$ cat src/rtl/branch_trace_capture.sv
// Branch trace capture: records {from_pc, to_pc} on non-sequential PC changes into a FWFT FIFO.
// Optional breakpoint halt logic is built when TRACE_BKPT_EN is defined.
module branch_trace_capture #(
    parameter int DEPTH = 8
) (
    input  logic                     clk_i,
    input  logic                     reset,
    input  logic                     en_i,
    input  logic [15:0]              pc_i,
    input  logic                     clear_i,
`ifdef TRACE_BKPT_EN
    input  logic                     bkpt_en_i,
    input  logic [15:0]              bkpt_addr_i,
    output logic                     halt_o,
`endif
    output logic                     tr_valid_o,
    input  logic                     tr_ready_i,
    output logic [31:0]              tr_data_o,
    output logic [$clog2(DEPTH):0]   count_o,
    output logic                     overflow_o
);

    localparam int AW = $clog2(DEPTH);
    localparam logic [AW-1:0] LP_PTR_ONE = AW'(1);
    localparam logic [AW:0]   LP_CNT_ONE = (AW + 1)'(1);
    localparam logic [AW:0]   LP_FULL    = (AW + 1)'(DEPTH);

    logic [31:0]   r_mem [DEPTH];
    logic [AW-1:0] r_wptr;
    logic [AW-1:0] r_rptr;
    logic [AW:0]   r_count;
    logic          r_overflow;
    logic          r_armed;
    logic [15:0]   r_prev_pc;

    logic          w_branch;
    logic          w_event;
    logic          w_full;
    logic          w_pop;
    logic          w_push;
    logic          w_drop;
    logic          w_halted;

`ifdef TRACE_BKPT_EN
    logic          r_halt;
    logic          w_bkpt_hit;

    assign w_bkpt_hit = en_i & bkpt_en_i & (pc_i == bkpt_addr_i);
    assign w_halted   = r_halt;
    assign halt_o     = r_halt;

    always_ff @(posedge clk_i or posedge reset) begin
        if (reset) begin
            r_halt <= 1'b0;
        end else if (clear_i) begin
            r_halt <= 1'b0;
        end else if (w_bkpt_hit) begin
            r_halt <= 1'b1;
        end
    end
`else
    assign w_halted = 1'b0;
`endif

    // A stall or a +1 step is straight-line flow; anything else is a taken branch.
    assign w_branch = (pc_i != r_prev_pc) && (pc_i != (r_prev_pc + 16'd1));
    assign w_event  = en_i & r_armed & w_branch & ~w_halted & ~clear_i;
    assign w_full   = (r_count == LP_FULL);
    assign w_pop    = (r_count != '0) & tr_ready_i & ~clear_i;
    assign w_push   = w_event & (~w_full | w_pop);
    assign w_drop   = w_event & w_full & ~w_pop;

    always_ff @(posedge clk_i or posedge reset) begin
        if (reset) begin
            r_prev_pc <= '0;
            r_armed   <= 1'b0;
        end else begin
            if (en_i) begin
                r_prev_pc <= pc_i;
            end
            r_armed <= en_i & ~clear_i;
        end
    end

    always_ff @(posedge clk_i or posedge reset) begin
        if (reset) begin
            r_wptr     <= '0;
            r_rptr     <= '0;
            r_count    <= '0;
            r_overflow <= 1'b0;
        end else if (clear_i) begin
            r_wptr     <= '0;
            r_rptr     <= '0;
            r_count    <= '0;
            r_overflow <= 1'b0;
        end else begin
            if (w_push) begin
                r_wptr <= r_wptr + LP_PTR_ONE;
            end
            if (w_pop) begin
                r_rptr <= r_rptr + LP_PTR_ONE;
            end
            unique case ({w_push, w_pop})
                2'b10:   r_count <= r_count + LP_CNT_ONE;
                2'b01:   r_count <= r_count - LP_CNT_ONE;
                default: r_count <= r_count;
            endcase
            if (w_drop) begin
                r_overflow <= 1'b1;
            end
        end
    end

    // Storage is not reset; the empty check masks stale contents.
    always_ff @(posedge clk_i) begin
        if (w_push) begin
            r_mem[r_wptr] <= {r_prev_pc, pc_i};
        end
    end

    assign tr_valid_o = (r_count != '0);
    assign tr_data_o  = tr_valid_o ? r_mem[r_rptr] : 32'd0;
    assign count_o    = r_count;
    assign overflow_o = r_overflow;

endmodule

$ cat config.mk
export PLATFORM = sky130hd
export DESIGN_NAME = branch_trace_capture
export DESIGN_NICKNAME = d
export VERILOG_FILES = /design/src/rtl/branch_trace_capture.sv
export SDC_FILE = /design/constraint.sdc
export NUM_CORES = 1
export LEC_CHECK = 0
export CAP_MARGIN = 20
export CORE_MARGIN = 2
export CORE_UTILIZATION = 42
export DETAILED_ROUTE_END_ITERATION = 6
export PLACE_DENSITY = 0.67
export SYNTH_ARGS = -nofsm -noshare
export SYNTH_HDL_FRONTEND = slang
export SYNTH_SLANG_ARGS = --single-unit
export TNS_END_PERCENT = 30
$ cat constraint.sdc
create_clock -name clk_i -period 14.8 [get_ports clk_i]
set_input_delay 2.96 -clock clk_i [delete_from_list [all_inputs] [get_ports clk_i]]
set_output_delay 2.96 -clock clk_i [all_outputs]
set_load 0.02 [all_outputs]
==> impl_metrics.toml <==
[status]
status = "complete, no violations"

[worst_setup_path]
crit_required_ns = 11.84
path_class = "reg2out"
reg2regPathDepth = 9
crit_fanout = 34
critPathSlowestCell = "dfrtp_4"
cp_cell_sequence = "buf_4 -> mux4_2 -> mux2i_1 -> nor2_1 -> clkdlybuf4s50_1"
end_kind = "output pin"
crit_family = "buffers and inverters"
startpoint = "r_rptr[0]$_DFFE_PP0P_"
r2r-start = "r_prev_pc[0]$_DFFE_PP0P_"
r2r_slack_ns = 10.34
cpPeakStageDelay_ns = 0.86
cp.arrival_ns = 3.61
critical_path_buf_inv_count = 2
startpoint_type = "flip-flop"
rr_endpoint = "r_mem[2][15]$_DFFE_PP_"

[floorplanning]
core_area_mm2 = 0.0276
die_h_um = 171
start_util = 0.423
rows = 61
die_w_um = 171
die_area_mm2 = 0.0291
io_pins = 59

[synthesis]
synth_area_leader_cell = "edfxtp_1"
synth_compound_area_frac = 0.0222
synth_top_family_by_area = "multiplexers"
synth.avg_cell_area_um2 = 19.1
synth_edf_count = 256
synthDistinctLibCells = 54
synth_seq_cells = 284
ys_seq_area_frac = 0.719
synth_cells = 612
synth_xor_area_frac = 0.0218
synth-simple-area-share = 0.0476
synthAdderAreaFrac = 0.00708
synthFlopType = "edfxtp_1"
yosys_warnings = 0
synthArstFlopShare = 0.0986
post-synth-top-area-fraction = 0.659
synth_commonest_cells = "edfxtp_1, mux4_2, nor2_1"
synth_area_leaders = "edfxtp_1, mux4_2, dfrtp_1"
post-synth-top-count-cell = "edfxtp_1"
synth_mux_area_frac = 0.170
syn_nets = 639
syn_area_mm2 = 0.0117

[hold_path]
min_from = "overflow_o$_DFFE_PP0P_"
hold_path_depth = 2
min_path_type = "reg2reg"
min_to = "overflow_o$_DFFE_PP0P_"

[cts]
numCtsBuffers = 28
cts.path.max_buffers = 3
postCtsResizedCells = 0
clock-sinks = 284
clkSlewWorstSetupHoldPaths_ns = 0.07
tritoncts = "yes"
holdBufCountCts = 0
postCtsSetupBuffers = 0
clock_latency_ns = 0.53
clock-root-buffer = "clkbuf_16"
h-tree-depth = 1

[layout]
multi_input_area_mm2 = 0.00319
utilization = 0.497
syn2layout_area_growth_pct = 17.5
diodes = 0
drive_gt1_frac = 0.229
fill_cells = 2248
nets = 714
regArea_mm2 = 0.00839

[detailed_routing]
route.detailed.drc = 0
antenna_left = 0
routedWlPerCell_um = 22.2
first_pass_iters = 4
wl_um = 24100
drtIter0Drc = 455
num_vias = 5941
viasPerCell = 5.47

[run]
cap_violations = 0

[sta]
fin_crit_sh = 0.444
worst_pin_slew_ns = 1.03
hold_violations = 0
min_period_ns = 6.57
skew_ns = 0.0107
setup_tns_ns = 0
drv_slew = 0
timing.fmax_mhz = 152
final-setup-viol-count = 0
max_slew_margin = 0.309
rsz0062_at_grt = "false"

[grt]
antenna_found_initial = 0
track_usage = 0.170
grt_max_degree = 35
grt_pass1_wl_um = 37500
grt_pass1_vias = 6494
gr-total-overflow = 0

[power]
vdd.ir_drop.worst_uv = 186
cellLeakagePower_nw = 4.28
power_density_mw_per_mm2 = 161

[placed_design]
gp_congestion = 0.829
port_buffers = 58
dp_hpwl_um = 14500
-- cells by family (layout without fill, tap and decap cells) --
family,after synthesis,in the layout
adder cells (fa/ha/maj),6,6
AO/OA/AOI/OAI,31,31
flip-flops,284,284
XOR/XNOR,29,29
multiplexers,115,115
buffers and inverters,36,132
AND/OR/NAND/NOR,111,111
-- registers in the layout, summed over array words and instances (netlist names) --
name and count:
r_mem 256, r_armed 1, r_rptr 3, r_wptr 3
r_prev_pc 16, count_o 4, overflow_o 1
-- placed cells by master, fill, tap and decap left out, types with 2 or more instances in the layout --
| cell type | instances |
|---|---|
| edfxtp_1 | 256 |
| mux4_2 | 64 |
| clkdlybuf4s50_1 | 58 |
| nor2_1 | 46 |
| mux2i_1 | 34 |
| clkbuf_16 | 29 |
| dfrtp_1 | 25 |
| nand2_1 | 16 |
| xnor2_1 | 15 |
| mux2_2 | 15 |
| xor2_1 | 14 |
| buf_4 | 13 |
| nand3_1 | 8 |
| inv_1 | 7 |
| a21oi_1 | 7 |
| clkbuf_1 | 6 |
| nand4_1 | 5 |
| nor2b_1 | 5 |
| ha_1 | 5 |
| clkinv_1 | 5 |
| nor3_1 | 4 |
| o21ai_0 | 4 |
| clkinv_2 | 4 |
| nand2b_1 | 3 |
| nor4_1 | 3 |
| nor4_2 | 3 |
| a31oi_1 | 3 |
| clkbuf_8 | 3 |
| nand4_2 | 2 |
| or3_1 | 2 |
| nor3b_2 | 2 |
| nor4b_2 | 2 |
| nor3_2 | 2 |
| clkinvlp_4 | 2 |
| dfrtp_2 | 2 |
-- metal layers --
metal,vias up,wire length [um],track usage
li1,2601,-,-
met1,3157,10700,0.232
met2,165,12100,0.293
met3,18,1140,0.0257
met4,0,244,0.0334
met5,-,0,0
-- metrics by stage --
stage | hold WS (ns) | instances | worst slack, ns | instance area, um^2 | power [mW]
floorplan | 0.535 | 612 | 6.73 | 11700 | 1.32
global placement | 0.490 | 1032 | 7.92 | 12800 | 1.55
detailed placement | 0.505 | 1034 | 7.84 | 12800 | 1.57
CTS | 0.523 | 1085 | 8.10 | 13700 | 2.23
global route | 0.535 | 1086 | 7.96 | 13700 | 2.30
finish | 0.511 | 1086 | 8.23 | 13700 | 2.21
-- layout make-up --
class                           instances  share of cell area
Clock buffer                           38              0.0576
Clock inverter                         13             0.00676
Inverter                                7             0.00192
Multi-Input combinational cell        292               0.233
Sequential cell                       284               0.613
Tap cell                              378              0.0345
Timing Repair Buffer                   74              0.0538
-- worst max-delay path by stage --
| stage | endpoint | cells past startpoint |
|---|---|---|
| 2_1_floorplan | r_mem[4][0]$_DFFE_PP_ | 6 |
| 3_3_place_gp | r_mem[2][0]$_DFFE_PP_ | 7 |
| 3_5_place_dp | r_mem[2][30]$_DFFE_PP_ | 7 |
| 4_1_cts | tr_data_o[19] | 5 |
| 5_1_grt | tr_data_o[19] | 5 |
| 6_report | tr_data_o[19] | 5 |
-- worst register-to-register path: cells and delay by family (launching register included) --
kind                     cells  cell delay [ns]
AND/OR/NAND/NOR              3             1.69
adder cells (fa/ha/maj)      1             0.35
flip-flops                   1             0.67
buffers and inverters        1             0.60
multiplexers                 1             0.22
AO/OA/AOI/OAI                3             0.56
-- where the power goes --
group	switching, mW	internal (mW)	total (mW)
sequential	0.0605	0.894	0.955
clock	0.282	0.389	0.671
combinational	0.290	0.291	0.581
Note: power is estimated with default switching activity, not from simulation.
